$ cat config.mk
export PLATFORM = sky130hd
export DESIGN_NAME = snn_tick_scheduler
export DESIGN_NICKNAME = d
export VERILOG_FILES = /design/src/rtl/snn_tick_scheduler.sv
export SDC_FILE = /design/constraint.sdc
export NUM_CORES = 1
export LEC_CHECK = 0
export CAP_MARGIN = 15
export CORE_ASPECT_RATIO = 1.5
export CORE_MARGIN = 2
export CORE_UTILIZATION = 30
export CTS_BUF_LIST = sky130_fd_sc_hd__clkbuf_4
export CTS_CLUSTER_DIAMETER = 30
export DETAILED_ROUTE_END_ITERATION = 8
export HOLD_SLACK_MARGIN = 0.08
export PLACE_DENSITY = 0.51
export SYNTH_ARGS = -nofsm -noshare
export SYNTH_HDL_FRONTEND = slang
export SYNTH_SLANG_ARGS = --single-unit
$ cat constraint.sdc
create_clock -name wb_clk_i -period 5.5 [get_ports wb_clk_i]
set_clock_uncertainty 0.2 [all_clocks]
set_input_delay 0.55 -clock wb_clk_i [delete_from_list [all_inputs] [get_ports wb_clk_i]]
set_output_delay 0.55 -clock wb_clk_i [all_outputs]
set_load 0.1 [all_outputs]
$ cat src/rtl/snn_tick_scheduler.sv
// Timestep sequencer for the two-core SNN: Wishbone register window, per-core start/done
// handshake, global tick, timestep counter and completion/timeout interrupts.
module snn_tick_scheduler #(
  parameter logic [31:0] BASE_ADR = 32'h3000_0000,
  parameter int          TMO_W    = 16
) (
  input  logic        wb_clk_i,
  input  logic        wb_rst_i,
  input  logic        wbs_cyc_i,
  input  logic        wbs_stb_i,
  input  logic        wbs_we_i,
  input  logic [3:0]  wbs_sel_i,
  input  logic [31:0] wbs_adr_i,
  input  logic [31:0] wbs_dat_i,
  output logic        wbs_ack_o,
  output logic [31:0] wbs_dat_o,
  output logic [1:0]  core_en_o,
  output logic [1:0]  core_start_o,
  input  logic [1:0]  core_done_i,
  output logic        tick_o,
  output logic        busy_o,
  output logic        irq_o
);

  localparam logic [2:0] ST_IDLE  = 3'd0;
  localparam logic [2:0] ST_ISSUE = 3'd1;
  localparam logic [2:0] ST_WAIT  = 3'd2;
  localparam logic [2:0] ST_TICK  = 3'd3;
  localparam logic [2:0] ST_PAUSE = 3'd4;

  logic [2:0]       state_reg, state_next;
  logic             step_reg, free_reg, irq_en_reg;
  logic [1:0]       core_mask_reg;
  logic             done_reg, tmo_reg;
  logic [1:0]       done_latch_reg, done_latch_next;
  logic [15:0]      num_ticks_reg;
  logic [15:0]      tick_count_reg, tick_count_next;
  logic [1:0]       load_sel_reg;
  logic [TMO_W-1:0] timeout_reg;
  logic [TMO_W-1:0] tmo_cnt_reg, tmo_cnt_next;
  logic             set_done, set_tmo;

  // Bus decode; a new request is only accepted when no ack is outstanding.
  logic        wb_hit, wb_req, wb_wr;
  logic [5:0]  word;
  logic        wr_ctrl, wr_status, wr_nt, wr_ls, wr_to;
  assign wb_hit    = (wbs_adr_i[31:8] == BASE_ADR[31:8]);
  assign wb_req    = wbs_cyc_i & wbs_stb_i & wb_hit & ~wbs_ack_o;
  assign wb_wr     = wb_req & wbs_we_i;
  assign word      = wbs_adr_i[7:2];
  assign wr_ctrl   = wb_wr && (word == 6'h00);
  assign wr_status = wb_wr && (word == 6'h01);
  assign wr_nt     = wb_wr && (word == 6'h02);
  assign wr_ls     = wb_wr && (word == 6'h04);
  assign wr_to     = wb_wr && (word == 6'h05);

  logic unused_bits;
  assign unused_bits = ^{wbs_adr_i[1:0], wbs_dat_i};

  // Byte-lane merged write values, one bit at a time so any field width works.
  logic [15:0]      nt_new;
  logic [TMO_W-1:0] to_new;
  genvar gi;
  generate
    for (gi = 0; gi < 16; gi++) begin : g_nt_lane
      assign nt_new[gi] = wbs_sel_i[gi/8] ? wbs_dat_i[gi] : num_ticks_reg[gi];
    end
    for (gi = 0; gi < TMO_W; gi++) begin : g_to_lane
      assign to_new[gi] = wbs_sel_i[gi/8] ? wbs_dat_i[gi] : timeout_reg[gi];
    end
  endgenerate

  logic       lane0_ctrl, lane0_status;
  logic       start_p, abort_p, clr_done, clr_tmo;
  logic       free_eff;
  logic [1:0] mask_eff;
  assign lane0_ctrl   = wr_ctrl & wbs_sel_i[0];
  assign lane0_status = wr_status & wbs_sel_i[0];
  assign start_p      = lane0_ctrl & wbs_dat_i[0];
  assign abort_p      = lane0_ctrl & wbs_dat_i[6];
  assign clr_done     = lane0_status & wbs_dat_i[3];
  assign clr_tmo      = lane0_status & wbs_dat_i[4];
  // A START written together with a new mask/FREE must see the new values.
  assign free_eff     = lane0_ctrl ? wbs_dat_i[2]   : free_reg;
  assign mask_eff     = lane0_ctrl ? wbs_dat_i[4:3] : core_mask_reg;

  logic [1:0] masked_done;
  logic [1:0] done_seen;
  assign masked_done = core_done_i & core_mask_reg;
  assign done_seen   = done_latch_reg | masked_done;

  always_comb begin
    state_next      = state_reg;
    done_latch_next = done_latch_reg;
    tick_count_next = tick_count_reg;
    tmo_cnt_next    = tmo_cnt_reg;
    set_done        = 1'b0;
    set_tmo         = 1'b0;
    if (abort_p) begin
      state_next = ST_IDLE;
    end else begin
      case (state_reg)
        ST_IDLE: begin
          if (start_p) begin
            if ((mask_eff != 2'b00) && ((num_ticks_reg != 16'd0) || free_eff)) begin
              state_next      = ST_ISSUE;
              tick_count_next = 16'd0;
              done_latch_next = 2'b00;
            end else begin
              set_done = 1'b1;
            end
          end
        end
        ST_ISSUE: begin
          done_latch_next = 2'b00;
          tmo_cnt_next    = timeout_reg;
          state_next      = ST_WAIT;
        end
        ST_WAIT: begin
          done_latch_next = done_seen;
          if (done_seen == core_mask_reg) begin
            state_next = ST_TICK;
          end else if (timeout_reg != '0) begin
            if (tmo_cnt_reg <= TMO_W'(1)) begin
              tmo_cnt_next = '0;
              set_tmo      = 1'b1;
              state_next   = ST_IDLE;
            end else begin
              tmo_cnt_next = tmo_cnt_reg - TMO_W'(1);
            end
          end
        end
        ST_TICK: begin
          tick_count_next = tick_count_reg + 16'd1;
          if ((tick_count_next == num_ticks_reg) && !free_reg) begin
            state_next = ST_IDLE;
            set_done   = 1'b1;
          end else if (step_reg) begin
            state_next = ST_PAUSE;
          end else begin
            state_next = ST_ISSUE;
          end
        end
        ST_PAUSE: begin
          if (start_p) state_next = ST_ISSUE;
        end
        default: state_next = ST_IDLE;
      endcase
    end
  end

  logic [31:0] rd_data;
  always_comb begin
    rd_data = 32'h0;
    case (word)
      6'h00: rd_data = {26'd0, irq_en_reg, core_mask_reg, free_reg, step_reg, 1'b0};
      6'h01: rd_data = {25'd0, done_latch_reg, tmo_reg, done_reg, state_reg};
      6'h02: rd_data = {16'd0, num_ticks_reg};
      6'h03: rd_data = {16'd0, tick_count_reg};
      6'h04: rd_data = {30'd0, load_sel_reg};
      6'h05: rd_data[TMO_W-1:0] = timeout_reg;
      default: rd_data = 32'h0;
    endcase
  end

  always_ff @(posedge wb_clk_i or posedge wb_rst_i) begin
    if (wb_rst_i) begin
      wbs_ack_o      <= 1'b0;
      wbs_dat_o      <= 32'h0;
      state_reg      <= ST_IDLE;
      step_reg       <= 1'b0;
      free_reg       <= 1'b0;
      irq_en_reg     <= 1'b0;
      core_mask_reg  <= 2'b00;
      done_reg       <= 1'b0;
      tmo_reg        <= 1'b0;
      done_latch_reg <= 2'b00;
      num_ticks_reg  <= 16'd0;
      tick_count_reg <= 16'd0;
      load_sel_reg   <= 2'b00;
      timeout_reg    <= '0;
      tmo_cnt_reg    <= '0;
    end else begin
      wbs_ack_o      <= wb_req;
      wbs_dat_o      <= (wb_req && !wbs_we_i) ? rd_data : 32'h0;
      state_reg      <= state_next;
      done_latch_reg <= done_latch_next;
      tick_count_reg <= tick_count_next;
      tmo_cnt_reg    <= tmo_cnt_next;
      if (lane0_ctrl) begin
        step_reg      <= wbs_dat_i[1];
        free_reg      <= wbs_dat_i[2];
        core_mask_reg <= wbs_dat_i[4:3];
        irq_en_reg    <= wbs_dat_i[5];
      end
      if (wr_nt) num_ticks_reg <= nt_new;
      if (wr_ls && wbs_sel_i[0]) load_sel_reg <= wbs_dat_i[1:0];
      if (wr_to) timeout_reg <= to_new;
      // Set beats a simultaneous W1C.
      if (set_done)      done_reg <= 1'b1;
      else if (clr_done) done_reg <= 1'b0;
      if (set_tmo)       tmo_reg <= 1'b1;
      else if (clr_tmo)  tmo_reg <= 1'b0;
    end
  end

  logic [1:0] load_sel_pri;
  assign load_sel_pri = (load_sel_reg == 2'b11) ? 2'b01 : load_sel_reg;
  assign core_en_o    = ((state_reg == ST_IDLE) || (state_reg == ST_PAUSE)) ? load_sel_pri : 2'b00;
  assign core_start_o = (state_reg == ST_ISSUE) ? core_mask_reg : 2'b00;
  assign tick_o       = (state_reg == ST_TICK);
  assign busy_o       = (state_reg != ST_IDLE);
  assign irq_o        = irq_en_reg & (done_reg | tmo_reg);

endmodule
==> results_dict.tcl <==
set metrics [dict create \
    status "finished clean" \
    pre_cts_ws_ns 1.64 \
    seqPwrFrac_pct 38.9 \
    grt_pass1_vias 4899 \
    post_synth.cell_area_avg_sq_um 9.43 \
    overflow 0 \
    cts_hold_buf 0 \
    fin_area_sq_um 6610 \
    reg2reg_from "core_mask_reg[1]" \
    synthArstFlopShare_pct 100 \
    post_cts_buffers 0 \
    yosys-top-cells-area "dfrtp_1 (43%), mux2_2 (8.1%), o21ai_0 (4.9%), nor2_1 (3.2%), a21oi_1 (2.9%)" \
    syn_inst 589 \
    synth_area_sq_um 5550 \
    clk_pin_slew_ns 0.16 \
    slew_headroom_pct 33.1 \
    yosys_warnings 0 \
    drv_slew 0 \
    htree_levels 3 \
    firstDrtPassIters 6 \
    cts.path.max_buffers 2 \
    fp.dieH_um 171 \
    cp_cell_sequence "nor2_1, and2_1, clkdlybuf4s50_1" \
    internal_power_uw 1270 \
    grt_pass1_wl_mm 26.8 \
    post-synth-top-count-cell "dfrtp_1" \
    wl_mm 16.8 \
    critPathTopFamily "buffers and inverters" \
    synth_edf_count 0 \
    timing.final.crit_share_pct 63.2 \
    dp.cells 856 \
    initial_core_util_pct 30.8 \
    setup-violations-final 0 \
    antenna_left 0 \
    drv_cap 0 \
    initialDrtViolationCount 394 \
    crit_type "flop to output pin" \
    fin_cells 873 \
    ys.flop_type "dfrtp_1" \
    cp_max_fo 9 \
    area_growth_pct 19.1 \
    power_density_nw_per_um2 348 \
    fin_nets 728 \
    fin_ws_ns 2.02 \
    antenna_found_initial 1 \
    holdWs_ns 0.329 \
    cts_root_buf "clkbuf_4" \
    yosysTopAreaCellShare_pct 42.8 \
    p_switching_uw 1030 \
    synth_common_cells "dfrtp_1 (95), o21ai_0 (54), nor2_1 (48), mux2_2 (40), nand2_1 (37)" \
    cts.sinks 95 \
    swShare_pct 44.9 \
    drc 0 \
    cp-start-kind "flop" \
    viasPerCell 5.64 \
    drive_gt1_share_pct 11.9 \
    cp.buffers_inverters 1 \
    rsz0062_at_grt "false" \
    reg2reg_slack_ns 2.30 \
    finalSetupTns_ns 0 \
    hp-class "input pin to asynchronous set/reset pin" \
    ios 115 \
    gp_congestion 0.956 \
    dp_hpwl_mm 12.9 \
    clk_latency_ns 0.46 \
    postPlaceCellArea_sq_um 6450 \
    ys_seq_elements 95 \
    cp_data_arrival_time_ns 2.73 \
    ys_types 71 \
    clock.fmax_ghz 0.288 \
    die_area_sq_um 19600 \
    reg2reg_to "tmo_cnt_reg[13]" \
    io_buffers 78 \
    p_comb_share_pct 42.0 \
    grtUsageTotal_pct 17.7 \
    cp_slowest_stage_delay_ns 1.13 \
    cts_resized 0 \
    cts_tree "built" \
    ys_seq_area_share_pct 42.8 \
    grt_start_max_net_pins 52 \
    hold_viol 0 \
    yosys.area.top_type "dfrtp_1" \
    cts_made_buffers 9 \
    chipWidth_um 115 \
    core_area_sq_um 18000 \
    crit_path_start "state_reg[0]" \
    vias 4921 \
    min_period_ns 3.48 \
    slowest_stage "clkdlybuf4s50_1" \
    wl_per_cell_um 19.3 \
    p_leak_uw 0.00273 \
    num_rows 60 \
    clkPwrFrac_pct 19.1 \
    ir_worst_vdd_uv 142 \
    worstMarginPinSlew_ns 1.00 \
    worstPathRequired_ns 4.75 \
    end_kind "output pin" \
    ff2ff_path_depth 7 \
]
==> layout by cell type, fill, tap and decap left out, types with 10 or more instances in the layout <==
master,netlist,routed
nand3_1,12,12
nor2_1,48,48
xor2_1,10,10
dfrtp_1,95,95
a222oi_1,11,11
nor3_1,25,25
nand2_1,37,37
nor4_1,21,20
conb_1,1,16
inv_1,13,12
o21ai_0,54,54
a21oi_1,32,32
clkdlybuf4s50_1,0,78
mux2_2,40,40
==> layer usage <==
metal / wire length, um / part of all wire, % / GRT usage, %
met1: 6530 / 39 / 20.7
met2: 9210 / 55 / 32.3
met3: 578 / 3.4 / 2.02
met4: 526 / 3.1 / 7.39
met5: 0 / 0 / 0
==> cell families (layout without fill, tap and decap cells) <==
family	count (synthesis)	count (layout)	share of synthesized area, %
buffers and inverters	61	112	5.52
multiplexers	48	48	10.1
AO/OA/AOI/OAI	157	157	18.2
AND/OR/NAND/NOR	204	204	19.3
XOR/XNOR	20	20	3.29
adder cells (fa/ha/maj)	3	3	0.676
other	1	17	0.0675
flip-flops	95	95	42.8
==> area by class of cell <==
| class | count | area (sq um) |
|---|---|---|
| fillers | 1820 | 11400 |
| diodes | 1 | 2.50 |
| flip-flops and latches | 95 | 2380 |
| clock buffers | 9 | 67.6 |
| multi-input cells | 448 | 2930 |
| well taps | 217 | 272 |
| clock inverters | 7 | 96.3 |
| inverters | 14 | 55.1 |
| repair buffers | 82 | 811 |
==> through the flow <==
step | util (%) | power, uW
final | 36.7 | 2300
after global routing | 36.7 | 2450
after CTS | 36.7 | 2310
after detailed placement | 35.8 | 1870
after global placement | 35.8 | 1850
after floorplan | - | 1620
==> worst register-to-register path, stage by stage (launching register included) <==
cell,delay [ns]
dfrtp_1,0.50
nor3b_1,0.18
a2111oi_0,0.75
nor2b_1,0.14
a21oi_1,0.16
nand2b_1,0.78
o21ai_0,0.25
o21ai_0,0.14
==> worst max path at each step <==
| stage | depth (start not counted) | slack [ns] | endpoint |
|---|---|---|---|
| after floorplan | 2 | 1.10 | core_en_o[1] |
| after global placement | 9 | 1.68 | tick_count_reg[7] |
| after detailed placement | 8 | 1.64 | tick_count_reg[7] |
| after CTS | 3 | 2.01 | core_en_o[0] |
| after global routing | 8 | 1.89 | tick_count_reg[5] |
| final | 3 | 2.02 | core_en_o[0] |
==> power groups by stage <==
stage	Clock, uW	Combinational (uW)	Sequential, uW
after floorplan	0	774	842
after global placement	0	946	903
after detailed placement	0	960	906
after CTS	453	963	893
after global routing	481	1060	912
final	439	967	896
No activity file was read; power rests on OpenSTA's default activity.
